## src/rtl/fetch_unit.sv

```systemverilog
// Instruction fetch stage: issues imem reads, buffers returned words with their PCs
// in a small circular queue, and hands them downstream over valid/ready; redirect flushes.
module fetch_unit #(
  parameter int         DEPTH    = 4,
  parameter logic [7:0] PC_RESET = 8'h00
) (
  input  logic                     clk,
  input  logic                     rst_n,
  output logic                     imem_req,
  output logic [7:0]               imem_addr,
  input  logic [7:0]               imem_data,
  output logic [7:0]               instr,
  output logic [7:0]               instr_pc,
  output logic                     instr_valid,
  input  logic                     instr_ready,
  input  logic                     redirect,
  input  logic [7:0]               redirect_pc,
  output logic [$clog2(DEPTH):0]   queue_count
);
  localparam int PW = $clog2(DEPTH);
  localparam int CW = PW + 1;
  localparam logic [CW:0] DEPTH_W = (CW+1)'(DEPTH);

  typedef struct packed {
    logic [7:0] instr;
    logic [7:0] pc;
  } entry_t;

  entry_t          queue_q [DEPTH];
  entry_t          queue_d [DEPTH];
  logic [7:0]      fetch_pc_q, fetch_pc_d;
  logic [7:0]      inflight_pc_q, inflight_pc_d;
  logic            inflight_q, inflight_d;
  logic            kill_q, kill_d;
  logic [PW-1:0]   rd_ptr_q, rd_ptr_d;
  logic [PW-1:0]   wr_ptr_q, wr_ptr_d;
  logic [CW-1:0]   count_q, count_d;
  logic [CW:0]     occ;
  logic            push, pop;

  // Outstanding request reserves a slot, so a capture can never overflow the queue.
  assign occ       = {1'b0, count_q} + {{CW{1'b0}}, inflight_q};
  assign imem_req  = rst_n & ~redirect & (occ < DEPTH_W);
  assign imem_addr = fetch_pc_q;

  assign instr_valid = (count_q != '0);
  assign instr       = instr_valid ? queue_q[rd_ptr_q].instr : 8'h00;
  assign instr_pc    = instr_valid ? queue_q[rd_ptr_q].pc    : 8'h00;
  assign queue_count = count_q;

  assign push = inflight_q & ~kill_q;
  assign pop  = instr_valid & instr_ready;

  always_comb begin
    fetch_pc_d    = fetch_pc_q;
    inflight_d    = 1'b0;
    inflight_pc_d = inflight_pc_q;
    kill_d        = 1'b0;
    rd_ptr_d      = rd_ptr_q;
    wr_ptr_d      = wr_ptr_q;
    count_d       = count_q;
    queue_d       = queue_q;
    if (redirect) begin
      // Redirect wins over any same-cycle push/pop; the response to a request
      // still outstanding at this edge is marked for discard.
      fetch_pc_d = redirect_pc;
      rd_ptr_d   = '0;
      wr_ptr_d   = '0;
      count_d    = '0;
      kill_d     = inflight_q;
    end else begin
      if (imem_req) begin
        fetch_pc_d    = fetch_pc_q + 8'd1;
        inflight_d    = 1'b1;
        inflight_pc_d = fetch_pc_q;
      end
      if (push) begin
        queue_d[wr_ptr_q] = '{instr: imem_data, pc: inflight_pc_q};
        wr_ptr_d          = wr_ptr_q + PW'(1);
      end
      if (pop) rd_ptr_d = rd_ptr_q + PW'(1);
      case ({push, pop})
        2'b10:   count_d = count_q + CW'(1);
        2'b01:   count_d = count_q - CW'(1);
        default: count_d = count_q;
      endcase
    end
  end

  always_ff @(posedge clk or negedge rst_n) begin
    if (!rst_n) begin
      fetch_pc_q    <= PC_RESET;
      inflight_q    <= 1'b0;
      inflight_pc_q <= 8'h00;
      kill_q        <= 1'b0;
      rd_ptr_q      <= '0;
      wr_ptr_q      <= '0;
      count_q       <= '0;
      for (int i = 0; i < DEPTH; i++) queue_q[i] <= '0;
    end else begin
      fetch_pc_q    <= fetch_pc_d;
      inflight_q    <= inflight_d;
      inflight_pc_q <= inflight_pc_d;
      kill_q        <= kill_d;
      rd_ptr_q      <= rd_ptr_d;
      wr_ptr_q      <= wr_ptr_d;
      count_q       <= count_d;
      queue_q       <= queue_d;
    end
  end

endmodule

```

## config.mk

```make
export PLATFORM = sky130hd
export DESIGN_NAME = fetch_unit
export DESIGN_NICKNAME = d
export VERILOG_FILES = /design/src/rtl/fetch_unit.sv
export SDC_FILE = /design/constraint.sdc
export NUM_CORES = 1
export LEC_CHECK = 0
export BUFFER_PORTS_ARGS = -buffer_cell sky130_fd_sc_hd__clkbuf_2
export CAP_MARGIN = 20
export CORE_UTILIZATION = 32
export DETAILED_ROUTE_END_ITERATION = 6
export PLACE_DENSITY = 0.48
export SLEW_MARGIN = 20
export SYNTH_ARGS = -nofsm -noshare
export SYNTH_HDL_FRONTEND = slang
export SYNTH_SLANG_ARGS = --single-unit
```

## constraint.sdc

```tcl
create_clock -name clk -period 2.15 [get_ports clk]
set_input_delay 0.645 -clock clk [delete_from_list [all_inputs] [get_ports clk]]
set_output_delay 0.645 -clock clk [all_outputs]
set_load 0.01 [all_outputs]
```

* After elaboration in Yosys (flattened, before gate mapping)
Cells that the tools add are included.
** Word-level totals
- Memory bits (read-only) :: 0
- Memories :: 0
- Input port bits :: 20
- Bits in writable memories :: 0
- Logic and storage cells :: 62
- Register bits :: 89
- Bits in latches :: 0
** Operators by class
- Reduce and logical (&&, ||, !) cells :: 8
- Multiply operators :: 0
- Muxes and demuxes :: 19
- Shift operators :: 0
- Div/mod/pow operators :: 0
- Bitwise gates (word level) :: 8
- $add $sub $neg :: 6
- Equal/unequal tests :: 2
- Order comparisons :: 4
** Operators with widths (count)
- 64-bit bitwise mux :: 1
- 16-bit 2-to-1 mux :: 3
- 16-bit binary-select mux with 2-bit select :: 1
- 16-bit demux with 2-bit select :: 1
- 8-bit 2-to-1 mux :: 4
- 8-bit by 1-bit adder with 8-bit output (second input constant) :: 1
- 2-bit 2-to-1 mux :: 4
- 3-bit >= comparator (second input constant) :: 2
- 2-bit NOT with 3-bit output :: 2
- 3-bit case mux with 2 select lines :: 1
- 2-bit nonzero test :: 3
- 3-bit nonzero test :: 2
- 2-bit by 1-bit adder with 2-bit output (second input constant) :: 2
- 3-bit by 1-bit adder with 4-bit output :: 1
- 1-bit bitwise AND :: 4
- 4-bit by 3-bit less-than comparator with 1-bit output (second input constant) :: 1
- 2-bit AND reduction :: 2
- 3-bit by 1-bit adder with 3-bit output (second input constant) :: 1
- 3-bit by 1-bit less-than comparator with 1-bit output (second input constant) :: 1
- 1-bit 2-to-1 mux :: 3
- 3-bit 2-to-1 mux :: 1
- 3-bit by 1-bit subtractor with 3-bit output (second input constant) :: 1
- 2-bit by 1-bit == test with 1-bit output (second input constant) :: 1
- 2-bit == test (second input constant) :: 1
- other kinds (2) :: 3

* Logic depth before layout (Yosys ltp)
- Word-level depth :: 6
- Gate-level depth with buffers :: 7

* Least setup slack after synthesis
OpenSTA, ideal clock, no wires.
- Kind :: reg-to-output
- Start point :: register rd_ptr_q[0]
- End point :: output instr[6]
- Path slack :: 0.108 ns
- Arrival :: 1.397 ns
- Cell stages (with the launch flop) :: 5
- Buffers on the path :: 2
- Path through :: dfrtp_1 buf_4 buf_4 mux4_2 and2_1
** On the way
- Word-level cells in the longest chain between the ends :: 5
** Ends and longest elaborated chain
- start, declared :: line 35 : logic [PW-1:0] rd_ptr_q, rd_ptr_d;
- start signal, assigned :: line 105 : rd_ptr_q <= rd_ptr_d;
- 2-bit NOT with 3-bit output (not written as such) :: line 47 : assign instr = instr_valid ? queue_q[rd_ptr_q].instr : 8'h00;
- 16-bit binary-select mux with 2-bit select :: line 47
- 16-bit 2-to-1 mux (2 in series)
- 8-bit 2-to-1 mux :: line 47
- end, declared :: line 12 : output logic [7:0] instr,
No other way between the ends. The select of a mux whose other input is x is not followed.

* Worst setup path after layout
- Start point :: register rd_ptr_q[0]
- End point :: output instr_pc[7]
** On the way
- Word-level cells in the longest chain between the ends :: 5
** Ends and longest elaborated chain
- 2-bit NOT with 3-bit output (not written as such) :: line 48 : assign instr_pc = instr_valid ? queue_q[rd_ptr_q].pc : 8'h00;
- 16-bit binary-select mux with 2-bit select :: line 48
- 16-bit 2-to-1 mux (not written as such) (2 in series) :: line 48
- 8-bit 2-to-1 mux :: line 48
- end, declared :: line 13 : output logic [7:0] instr_pc,
No other way between the ends. The select of a mux whose other input is x is not followed.

==> metrics.md <==
| Metric | Value |
|---|---|
| Peak supply drop | 0.5200 mV |
| Worst skew pair latency | 0.33 ns |
| CTS tree | yes |
| Critical R2R Capture | queue_count[2] |
| CP arrival | 1.73 ns |
| Adder-cell area share of the yosys netlist | 1.973% |
| Fillers | 1219 |
| Post-synth EDFFs | 0 |
| Synthesized instance count | 293 |
| Synthesized flop and latch total | 89 |
| Worst Setup Start Kind | register |
| Clock slew at reported path FFs | 0.07 ns |
| Hold Crit Class | input pin to asynchronous set/reset pin |
| Clock Skews | 0.003580 ns |
| Final period utilization | 110.3% |
| RSZ-0062 raised after global routing | true |
| Flop2flop setup slack | 0.21 ns |
| Gp weighted congestion | 0.7613 |
| Max Used Layer | met4 |
| CTS Root Cell | clkbuf_16 |
| Ant. Diodes | 0 |
| Die X | 116.4 microns |
| Final setup vio count | 16 |
| Failing checks | negative setup slack |
| Fin Hold WS | 0.3874 ns |
| Core Region | 12670 sq um |
| Number of global-route vias before repair | 2791 |
| Leading cell type in the layout, fill and taps excluded | dfrtp_1 |
| Pleak | 2.432 nW |
| Area Overhead vs Synth | 26.01% |
| Setup CP Type | register to output pin |
| Distinct cells, synth | 42 |
| IO buf count | 48 |
| Routed WL | 9094 microns |
| Share of layout cells above drive strength 1 | 52.45% |
| Least-Margin Pin Slew | 0.4885 ns |
| Clock Path Buffers | 2 |
| Synthesis Warnings | 0 |
| DRC Markers | 0 |
| Largest family of logic cells by synthesized area | multiplexers |
| Ys flop type | dfrtp_1 |
| Antenna-violating nets left | 0 |
| Critical Path Start | rd_ptr_q[0] |
| H-tree depth | 3 |
| Die area | 13540 sq um |
| Crit-path cells | buf_12 > mux4_2 > and2_4 > buf_6 |
| Metal3 WL | 322 microns |
| Critical Path Sink | instr_pc[7] |
| Pre-antenna DRT Iters | 4 |
| Crit. End Element | output pin |
| Gr usage total | 14.75% |
| Worst slew margin | 67.43% |
| Highest cell delay on the worst timing path | 0.51 ns |
| Power consumption | 5.592 mW |
| Largest fanout on the critical path | 7 |
| Reg2Reg Depth | 7 |
| Vias per inst | 4.856 |
| Register area share after synthesis | 53.21% |
| First-pass GRT wire length | 14720 microns |
| Hold Fails Final Rpt | 0 |
| Req. time, crit path | 1.50 ns |
| Design area | 5274 sq um |
| Nets | 389 |
| Total clock sinks | 89 |
| Area of the multi-input gates | 1868 sq um |
| FF-to-FF Start | queue_count[1] |
| Die Height | 116.4 microns |
| Simple-gate share of the synthesized area | 8.520% |
| Largest net degree at the start of global routing | 90 |
| Hold-fix buffers, CTS | 0 |
| Post-synthesis compound-gate area fraction | 2.691% |
| Io pins | 49 |
| Avg Cell Area, Syn | 14.28 sq um |
| Max-cap viol count | 0 |
| Commonest non-fill, non-tap cells in the layout | dfrtp_1, mux2_2, clkbuf_2 |
| Gr ovfl total | 0 |
| Post-Synth XOR/XNOR Area | 1.883% |
| PD cells | 1060 nW/um^2 |
| Final Critical Period | 2.371 ns |
| Std cell rows | 41 |
| Synthesized cell area | 4185 sq um |
| Metal2 WL | 4379 microns |
| Peak Freq | 421.8 MHz |
| DRT met1 WL | 4269 microns |
| Area after DPL | 4772 sq um |
| Initial DRC Count | 117 |
| Antenna violations before repair | 0 |
| FF+latch area | 2228 sq um |
| Status | complete, but fails checks |
| Mapped Nets | 319 |
| Setup slack after layout | -0.2207 ns |
| DR WL/cell | 16.84 microns |
| Slowest CP cell | mux4_2 |
| Initial Util | 33.03% |
| DR vias | 2622 |
| Mux cell area share after synthesis | 28.73% |
| Async SR Flop Fraction | 100.0% |
| Slew Viols, Final | 0 |
| Post-DP HPWL | 5997 microns |
| Inserted Clock Buffers | 9 |
## how the worst min path moves through the flow
stage,depth (start not counted),end,slack [ns],from
after floorplan,0,imem_addr[0],0.35,rst_n
final,2,queue_q[56],0.39,rst_n
after global routing,2,queue_q[56],0.43,rst_n
after detailed placement,1,queue_q[21],0.47,queue_q[21]
after CTS,2,queue_q[56],0.41,rst_n
after global placement,1,queue_q[20],0.47,queue_q[20]
## worst max-delay path, delay by kind of cell (launching register included)
kind | cells | cell delay (ns)
DFF | 1 | 0.44
buffers and inverters | 2 | 0.27
muxes | 1 | 0.51
and+or+nand+nor | 1 | 0.18
## sequential cells by signal (all words and copies together), names as in the netlist
register	cells
wr_ptr_q	2
inflight_pc_q	8
kill_q	1
inflight_q	1
queue_q	64
queue_count	3
rd_ptr_q	2
imem_addr	8
## repair_timing
action | in CTS | in global routing
setup endpoints to repair | 16 | 19
resized for setup | 5 | 30
hold endpoints to repair | 0 | 0
pin swaps | 0 | 2
setup buffers | 0 | 3
cloned | 0 | 1
## final cells by class
class,instances,area share [%]
Clock inverter,6,2.135
Sequential cell,89,42.25
Clock buffer,10,4.531
Inverter,5,0.3559
Multi-Input combinational cell,183,35.42
Timing Repair Buffer,75,11.22
Tap cell,172,4.081
## routing by layer
metal / global-route usage (%) / vias to the layer above
li1: - / 1209
met1: 19.06 / 1345
met2: 24.38 / 59
met3: 3.529 / 9
met4: 4.701 / 0
met5: 0 / -
## power by group
| part | total [mW] | switching [mW] | internal, mW |
|---|---|---|---|
| combinational | 1.42 | 0.545 | 0.878 |
| clock | 1.84 | 0.662 | 1.17 |
| sequential | 2.33 | 0.271 | 2.06 |
| total | 5.59 | 1.48 | 4.11 |
## synth_stat cells (4+ instances only)
cell type	instances	share of area (%)
mux4_2	16	8.6
xor2_1	5	1.0
dfrtp_1	89	53
nor2_1	9	0.81
ha_1	5	1.5
buf_2	7	0.84
mux2_1	5	1.3
and2_1	17	2.5
o21ai_0	5	0.60
and3_1	6	0.90
mux2_2	68	18
nand2_1	6	0.54
nand3_1	6	0.72
buf_6	4	1.1
inv_1	5	0.45
xnor2_1	4	0.84
## per-stage QoR
step	std cells	TNS [ns]	utilization [%]	setup WS (ns)
final	540	-3.247	41.62	-0.2207
after global placement	520	0	37.66	0.1335
after global routing	540	-4.238	41.62	-0.2863
after CTS	536	-3.593	40.54	-0.2427
after detailed placement	520	0	37.66	0.1218
after floorplan	293	0	-	0.1082
## logic make-up after synthesis
kind of cell,after synthesis
AND/OR/NAND/NOR,61
AO/OA/AOI/OAI,16
buffers and inverters,21
XOR/XNOR,9
flip-flops,89
multiplexers,91
adder cells (fa/ha/maj),6
(Power assumes the default switching activity.)
